$ cat src/rtl/atta_led_pkg.sv
// Shared definitions for the atta LED controller: channel modes, register
// field positions and the trap-control address decode.
package atta_led_pkg;

  typedef enum logic [1:0] {
    MODE_OFF    = 2'd0,
    MODE_DIRECT = 2'd1,
    MODE_BLINK  = 2'd2,
    MODE_PWM    = 2'd3
  } mode_e;

  localparam int ADDR_W       = 5;
  localparam int MODE_LSB     = 0;
  localparam int MODE_W       = 2;
  localparam int DUTY_LSB     = 2;
  localparam int TRAP_CLR_BIT = 0;

  // The trap-control register sits directly after the last channel register.
  function automatic logic is_trap_addr(input logic [ADDR_W-1:0] addr, input int n_ch);
    return addr == ADDR_W'(n_ch);
  endfunction

endpackage

$ cat src/rtl/atta_led_ch.sv
// One LED channel: mode/duty registers, duty shadow reloaded on PWM wrap,
// output mux and output flop.
module atta_led_ch
  import atta_led_pkg::*;
#(
  parameter int PWM_BITS = 8
) (
  input  logic                  clk,
  input  logic                  rst,
  input  logic                  wr_en,
  input  logic [PWM_BITS+1:0]   wr_field,
  input  logic                  gpio,
  input  logic                  blink,
  input  logic [PWM_BITS-1:0]   pwm_cnt,
  input  logic                  pwm_wrap,
  output logic                  led
);

  mode_e               mode_q;
  mode_e               mode_next;
  logic [PWM_BITS-1:0] duty_q;
  logic [PWM_BITS-1:0] duty_next;
  logic [PWM_BITS-1:0] duty_active;
  logic                led_next;

  // Forward the write so a new mode shows on the very next output edge.
  assign mode_next = wr_en ? mode_e'(wr_field[MODE_LSB +: MODE_W]) : mode_q;
  assign duty_next = wr_en ? wr_field[DUTY_LSB +: PWM_BITS] : duty_q;

  always_comb begin
    led_next = 1'b0;
    case (mode_next)
      MODE_OFF:    led_next = 1'b0;
      MODE_DIRECT: led_next = gpio;
      MODE_BLINK:  led_next = blink;
      MODE_PWM:    led_next = (pwm_cnt < duty_active);
      default:     led_next = 1'b0;
    endcase
  end

  always_ff @(posedge clk) begin
    if (rst) begin
      mode_q      <= MODE_DIRECT;
      duty_q      <= '0;
      duty_active <= '0;
      led         <= 1'b0;
    end else begin
      mode_q <= mode_next;
      duty_q <= duty_next;
      if (pwm_wrap) duty_active <= duty_next;
      led <= led_next;
    end
  end

endmodule

$ cat src/rtl/atta_led_ctrl.sv
// LED/indicator controller: shared prescaler, PWM and blink timebases, sticky
// trap indicator, and N_CH independently configured LED channels.
module atta_led_ctrl
  import atta_led_pkg::*;
#(
  parameter int N_CH      = 4,
  parameter int PWM_BITS  = 8,
  parameter int PRESCALE  = 390,
  parameter int BLINK_DIV = 25_000_000,
  parameter int TRAP_DIV  = 6_250_000
) (
  input  logic              clk_i,
  input  logic              rst_i,
  input  logic [N_CH-1:0]   gpio_i,
  input  logic              trap_i,
  input  logic              wr_en_i,
  input  logic [ADDR_W-1:0] wr_addr_i,
  input  logic [31:0]       wr_data_i,
  output logic [N_CH-1:0]   led_o,
  output logic              trap_led_o
);

  localparam int PS_W = (PRESCALE  > 1) ? $clog2(PRESCALE)  : 1;
  localparam int BL_W = (BLINK_DIV > 1) ? $clog2(BLINK_DIV) : 1;
  localparam int TR_W = (TRAP_DIV  > 1) ? $clog2(TRAP_DIV)  : 1;

  logic [PS_W-1:0]     presc_cnt;
  logic                step;
  logic [PWM_BITS-1:0] pwm_cnt;
  logic                pwm_wrap;
  logic [BL_W-1:0]     blink_cnt;
  logic                blink_wrap;
  logic                blink_phase;
  logic [TR_W-1:0]     trap_cnt;
  logic                trap_wrap;
  logic                trap_latch;
  logic                trap_latch_next;
  logic                trap_clr;
  logic                unused_data;

  assign step       = (presc_cnt == PS_W'(PRESCALE - 1));
  assign pwm_wrap   = step && (pwm_cnt == '1);
  assign blink_wrap = (blink_cnt == BL_W'(BLINK_DIV - 1));
  assign trap_wrap  = (trap_cnt == TR_W'(TRAP_DIV - 1));

  assign unused_data = ^wr_data_i[31:PWM_BITS+2];

  // A trap arriving in the same cycle as the clear keeps the latch set.
  assign trap_clr        = wr_en_i && is_trap_addr(wr_addr_i, N_CH) && wr_data_i[TRAP_CLR_BIT];
  assign trap_latch_next = trap_i || (trap_latch && !trap_clr);

  always_ff @(posedge clk_i) begin
    if (rst_i) begin
      presc_cnt   <= '0;
      pwm_cnt     <= '0;
      blink_cnt   <= '0;
      blink_phase <= 1'b0;
    end else begin
      presc_cnt <= step ? '0 : presc_cnt + 1'b1;
      if (step) pwm_cnt <= pwm_cnt + 1'b1;
      if (blink_wrap) begin
        blink_cnt   <= '0;
        blink_phase <= ~blink_phase;
      end else begin
        blink_cnt <= blink_cnt + 1'b1;
      end
    end
  end

  // Trap counter only runs once the latch is already set, so the first
  // toggle lands TRAP_DIV cycles after the latch goes high.
  always_ff @(posedge clk_i) begin
    if (rst_i) begin
      trap_latch <= 1'b0;
      trap_cnt   <= '0;
      trap_led_o <= 1'b0;
    end else begin
      trap_latch <= trap_latch_next;
      if (!trap_latch_next) begin
        trap_cnt   <= '0;
        trap_led_o <= 1'b0;
      end else if (trap_latch) begin
        if (trap_wrap) begin
          trap_cnt   <= '0;
          trap_led_o <= ~trap_led_o;
        end else begin
          trap_cnt <= trap_cnt + 1'b1;
        end
      end
    end
  end

  for (genvar i = 0; i < N_CH; i++) begin : g_ch
    atta_led_ch #(
      .PWM_BITS (PWM_BITS)
    ) u_ch (
      .clk      (clk_i),
      .rst      (rst_i),
      .wr_en    (wr_en_i && (wr_addr_i == ADDR_W'(i))),
      .wr_field (wr_data_i[PWM_BITS+1:0]),
      .gpio     (gpio_i[i]),
      .blink    (blink_phase),
      .pwm_cnt  (pwm_cnt),
      .pwm_wrap (pwm_wrap),
      .led      (led_o[i])
    );
  end

endmodule

$ cat config.mk
export PLATFORM = sky130hd
export DESIGN_NAME = atta_led_ctrl
export DESIGN_NICKNAME = d
export VERILOG_FILES = /design/src/rtl/atta_led_pkg.sv /design/src/rtl/atta_led_ch.sv /design/src/rtl/atta_led_ctrl.sv
export SDC_FILE = /design/constraint.sdc
export NUM_CORES = 1
export LEC_CHECK = 0
export ABC_CLOCK_PERIOD_IN_PS = 2300
export CORE_UTILIZATION = 40
export CTS_CLUSTER_DIAMETER = 200
export DETAILED_ROUTE_END_ITERATION = 16
export GPL_TIMING_DRIVEN = 0
export HOLD_SLACK_MARGIN = 0.02
export PLACE_DENSITY = 0.67
export SYNTH_ARGS = -nofsm -noshare
export SYNTH_HDL_FRONTEND = slang
export SYNTH_SLANG_ARGS = --single-unit
$ cat constraint.sdc
create_clock -name clk_i -period 2.3 [get_ports clk_i]
set_input_delay 0.46 -clock clk_i [delete_from_list [all_inputs] [get_ports clk_i]]
set_output_delay 0.46 -clock clk_i [all_outputs]
set_load 0.02 [all_outputs]
-- Word-level counts from Yosys, hierarchy flattened
Cells that the tools add are included.
- word-level logic and storage cells: 86
- register bits: 144
- output and inout port bits: 5
- bits of input ports: 45
- equality and inequality tests: 20
- reductions and logical operators: 19
- add/subtract/negate cells: 4
- magnitude comparators: 4
- multiplexer cells: 13
- bitwise gates (word level): 3
- operators with widths (cell ; count):
    less-than comparator 8 bit ; 4
    2-to-1 mux 8 bit ; 4
    adder 25 x 1 -> 25 bit (second input constant) ; 1
    == test 25 bit (second input constant) ; 1
    adder 23 x 1 -> 23 bit (second input constant) ; 1
    == test 23 bit (second input constant) ; 1
    2-to-1 mux 23 bit ; 1
    == test 2 bit (second input constant) ; 8
    one-hot mux 1 bit (4 select lines) ; 4
    == test 5 x 2 -> 1 bit (second input constant) ; 2
    adder 9 x 1 -> 9 bit (second input constant) ; 1
    == test 9 bit (second input constant) ; 1
    adder 8 x 1 -> 8 bit (second input constant) ; 1
    == test 2 x 1 -> 1 bit (second input constant) ; 4
    == test 8 bit (second input constant) ; 1
    logical AND 1 bit ; 8
    logical NOT 2 bit ; 4
    2-to-1 mux 2 bit ; 4
    OR reduction 2 bit ; 3
    == test 5 x 1 -> 1 bit (second input constant) ; 1
    == test 5 x 3 -> 1 bit (second input constant) ; 1
    logical NOT 5 bit ; 1
    NOT 1 bit ; 3
    AND reduction 2 bit ; 1
    2 further kinds ; 2

-- Logic depth before layout (Yosys ltp)
- depth after elaboration: 8
- depth in mapped cells: 7
- gate-level depth less buffers: 6

-- Cells and area by module
From an unflattened synthesis, not the netlist that was laid out.
- cell total of the unflattened synthesis: 728
- area total of the unflattened synthesis: 6749.0 um^2
- by module, submodules not included (module ; instances ; sequential area each (um^2) ; area an instance (um^2) ; cells each):
    atta_led_ch ; 4 ; 380.4 ; 870.8 ; 88
    atta_led_ctrl ; 1 ; 1361.3 ; 3265.6 ; 376

-- Worst setup path after synthesis
Ideal clock, no wire load.
- path kind: input-to-reg
- start point: in wr_addr_i[1]
- end point: reg g_ch[0].u_ch.led
- path slack: 0.369 ns
- path buffers: 1
- data required time: 2.242 ns
- arrival time: 1.873 ns
- cell stages on the path: 5
- library setup time: 0.058 ns
- cell sequence: or4_4 -> buf_6 -> or3_1 -> a222oi_1 -> a211o_1
- word-level cells in the longest chain between the ends: 5
- elaborated cells on any way between the ends: 8
- classes of those cells: 3 x eq/ne; 2 x mux; 3 x reduce/logical
- ends and longest elaborated chain (item ; RTL line ; RTL):
    from (decl) ; atta_led_ctrl.sv:17 ; input logic [ADDR_W-1:0] wr_addr_i,
    logical NOT 5 bit (*) ; atta_led_ctrl.sv:99 ; .wr_en (wr_en_i && (wr_addr_i == ADDR_W'(i))),
    logical AND 1 bit (*) ; atta_led_ctrl.sv:99 ;
    2-to-1 mux 2 bit (*) ; atta_led_ch.sv:27 ; assign mode_next = wr_en ? mode_e'(wr_field[MODE_LSB +: MODE_W]) : mode_q;
    == test 2 bit (tied with other cells) ; atta_led_ch.sv:32 ; case (mode_next)
    one-hot mux 1 bit (4 select lines) (*) ; atta_led_ch.sv:32 ;
    to (signal assigned) ; atta_led_ch.sv:51 ; led <= led_next;
    to (decl) ; atta_led_ch.sv:16 ; output logic led
Every way passes the cells marked *; elsewhere a longest branch is shown, timed or not.
A chain may end at the register's enable or synchronous reset.

-- Worst setup path in the final report
Ends and elaborated chain as after synthesis.

==> reports/summary.txt <==
Outcome: completed
Netlist cell types: 58
PD cells: 674.5 mW/mm2
Number of remaining DRC errors: 0
Synth top area share: 41.96%
Hold slack: 464.3 ps
Hold EP: g_ch[3].u_ch.mode_q[0]
Slowest stage cell, crit path: or4_4
Syn avg cell area: 8.831 um2
Cells after synthesis: 778
Crit-path leading delay family: simple AND/OR/NAND/NOR gates
Largest family of logic cells by synthesized area: simple AND/OR/NAND/NOR gates
Number of synthesis warnings: 0
#FFs+latches synth: 144
Max-cap violations: 0
Synthesized area: 0.006870 mm2
Worst-path clk slew: 60 ps
Fin. Hold Viols: 0
Share of post-route cells with drive strength above 1: 8.442%
CTS Buf Count: 17
Compound-Gate Fraction of Synth Area: 13.97%
Sequential fraction of the synthesis area: 41.96%
Reg2Reg Depth: 6
Static leakage: 0.002930 uW
Longest Clk Path Bufs: 2
Crit path kind: input port to flip-flop
Max VDD drop: 0.5689 mV
Final wirelength: 16180 um
Rows: 47
DRT Pass-1 Iters: 5
Worst r2r src: presc_cnt[0]
Worst setup margin: 28.48 ps
Synth Area in Adders: 6.010%
Final nets: 906
Worst min-delay path startpoint: wr_data_i[0]
Clock Skew: 8.220 ps
# diodes: 0
Clock root buffer: clkbuf_16
Worst hold-check path type: input port to flip-flop
Clk Latency, worst-skew pair: 430 ps
Clock period minus worst slack: 2272 ps
Worst R2R Setup Slack: 160 ps
Headroom to the max-slew limit: 59.34%
Ys flop type: dfxtp_1
Tot GR Track Use: 19.69%
RSZ-0062 raised after global routing: no
Max-slew violations: 0
Critical-path cell list: clkdlybuf4s50_1 > or4_4 > buf_6 > or3_1 > a222oi_1 > a211o_1
Avg WL per Cell: 15.25 um
Worst EP required: 2670 ps
Initial antenna violation count: 0
Antenna viol nets, final: 0
Ys async rst share: 0%
Hold path cells: 3
Buffers on Ports: 26
Vias in the first global route: 5374
Iter 0 DRT Violations: 231
R2r endpoint: g_ch[1].u_ch.duty_active[4]
Worst path max stage delay: 610 ps
Crit path buffers/inverters: 2
Worst slack, placed: -603.1 ps
CTS tree: built
I/O Pins: 50
Area growth from synthesis to layout: 17.41%
Crit share post-route: 98.76%
Dominant cells by area after synthesis: dfxtp_1 (42%), ha_1 (6.0%), nor2_1 (5.8%), a211oi_1 (4.7%), mux2i_1 (4.7%)
Initial Util: 41.14%
DIE AREA: 0.01770 mm2
GRT overflow: 0
First-pass GRT wire length: 27170 um
Die W: 133.1 um
Synth Net Count: 856
FMAX: 0.4402 GHz
Die height: 133.1 um
CTS sink count: 144
Final setup fails: 0
Area leader, netlist: dfxtp_1
Synth Area in Simple Gates: 24.02%
Startpoint class of the critical path: input port
Crit-path max FO: 10
DP HPWL: 11450 um
DR vias/cell: 5.293
Hold-fix buffers, CTS: 0
Synth Area in XOR/XNOR: 4.334%
Crit. End Element: flip-flop
Number of synthesized flops with an enable pin: 0
Via count: 5616
Core area: 0.01670 mm2
Largest net degree at the start of global routing: 17
Mux share of post-synthesis cell area: 4.826%
Crit path arrival time: 2640 ps
RD Place Congestion: 0.8068
CTS H-tree lvls: 4
Slew @ Worst Pin: 609.8 ps
tightest hold or removal path: cells and delay by family:
family	cells	cell delay, ps
buffers and inverters	1	210
and+or+nand+nor	2	180
registers in the layout, indices dropped and copies added, names as in the netlist:
signal                 flops
g_ch.u_ch.led              4
trap_cnt                  23
blink_phase                1
g_ch.u_ch.mode_q           8
presc_cnt                  9
g_ch.u_ch.duty_active     32
trap_led_o                 1
blink_cnt                 25
pwm_cnt                    8
trap_latch                 1
g_ch.u_ch.duty_q          32
power breakdown:
group | internal [uW] | switching (uW) | total (uW) | leakage [uW]
clock network | 1440 | 1230 | 2670 | 0.000271
registers | 2510 | 14.4 | 2530 | 0.00116
logic | 93.3 | 148 | 242 | 0.00150
stage by stage:
| step | utilization (%) | instances | power (uW) | setup TNS [ps] | instance area [um2] |
|---|---|---|---|---|---|
| 4_1_cts | 47.92 | 1058 | 5487 | 0 | 8004 |
| 2_1_floorplan | - | 778 | 2708 | 0 | 6870 |
| 3_5_place_dp | 44.34 | 1024 | 2821 | -37200 | 7406 |
| 3_3_place_gp | 44.34 | 1024 | 2819 | -34600 | 7406 |
| 6_report | 48.30 | 1061 | 5441 | 0 | 8066 |
| 5_1_grt | 48.30 | 1061 | 5616 | 0 | 8066 |
routing by layer:
metal  wire [um]  GRT usage [%]  part of all wire (%)  up-vias
met2        7697          32.49                    48       84
met5           0              0                     0        -
met1        7750          25.21                    48     2611
li1            -              -                     -     2902
met4         206          7.599                   1.3        0
met3         524          3.908                   3.2       19
cell usage after synthesis, types with 3 or more instances:
cell type,number
or3_1,13
nand2b_1,11
mux2i_1,32
clkbuf_1,24
a21o_1,6
o21ai_0,25
buf_2,6
buf_1,5
o211ai_1,8
buf_4,4
or4_1,13
nor2b_1,6
nor3_1,23
dfxtp_1,144
o31ai_1,13
and4_1,10
a211oi_1,43
nand3_1,33
nor2_1,107
nand2_1,40
and3_1,7
inv_1,40
nor4bb_1,4
nor4_1,3
ha_1,33
xor2_1,24
and2_1,5
nand4_1,18
a21oi_1,32
xnor2_1,10
kinds of logic after synthesis:
group | after synthesis
compound gates | 142
flops | 144
fa+ha+maj | 33
xor+xnor | 34
mux | 33
buf+inv | 81
simple gates | 311
cells in the final DEF, fill, tap and decap left out, types with 17 or more instances in the layout:
cell and n:
a211oi_1 43, a21oi_1 32, clkbuf_1 19, clkbuf_16 17, clkdlybuf4s50_1 25, dfxtp_1 143, ha_1 33, inv_1 40
mux2i_1 32, nand2_1 39, nand3_1 33, nand4_1 18, nor2_1 107, nor3_1 23, o21ai_0 25, xor2_1 24
final cells by class:
| cell class | instances | area, um2 |
|---|---|---|
| buffer | 40 | 188.9 |
| clock buffer | 17 | 425.4 |
| clock inverter | 15 | 140.1 |
| fill | 1611 | 8635 |
| multi-input combinational | 553 | 3682 |
| inverter | 40 | 150.1 |
| sequential | 144 | 2884 |
| tap | 220 | 275.3 |
| timing repair buffer | 32 | 320.3 |
repair_timing:
action,CTS,global route
setup endpoints to repair,48,73
buffers inserted,2,4
pin swaps,1,3
resized for setup,3,14
worst max path at each step:
stage | slack [ps] | cells past startpoint | end | from
finish | 30 | 6 | g_ch[0].u_ch.led | wr_addr_i[1]
global route | 4 | 6 | g_ch[0].u_ch.led | wr_addr_i[1]
CTS | 50 | 6 | trap_cnt[5] | wr_en_i
detailed placement | -600 | 5 | g_ch[2].u_ch.duty_active[2] | wr_addr_i[3]
global placement | -540 | 5 | g_ch[2].u_ch.duty_active[7] | wr_addr_i[3]
floorplan | 370 | 5 | g_ch[0].u_ch.led | wr_addr_i[1]
Note: power is estimated with default switching activity, not from simulation.
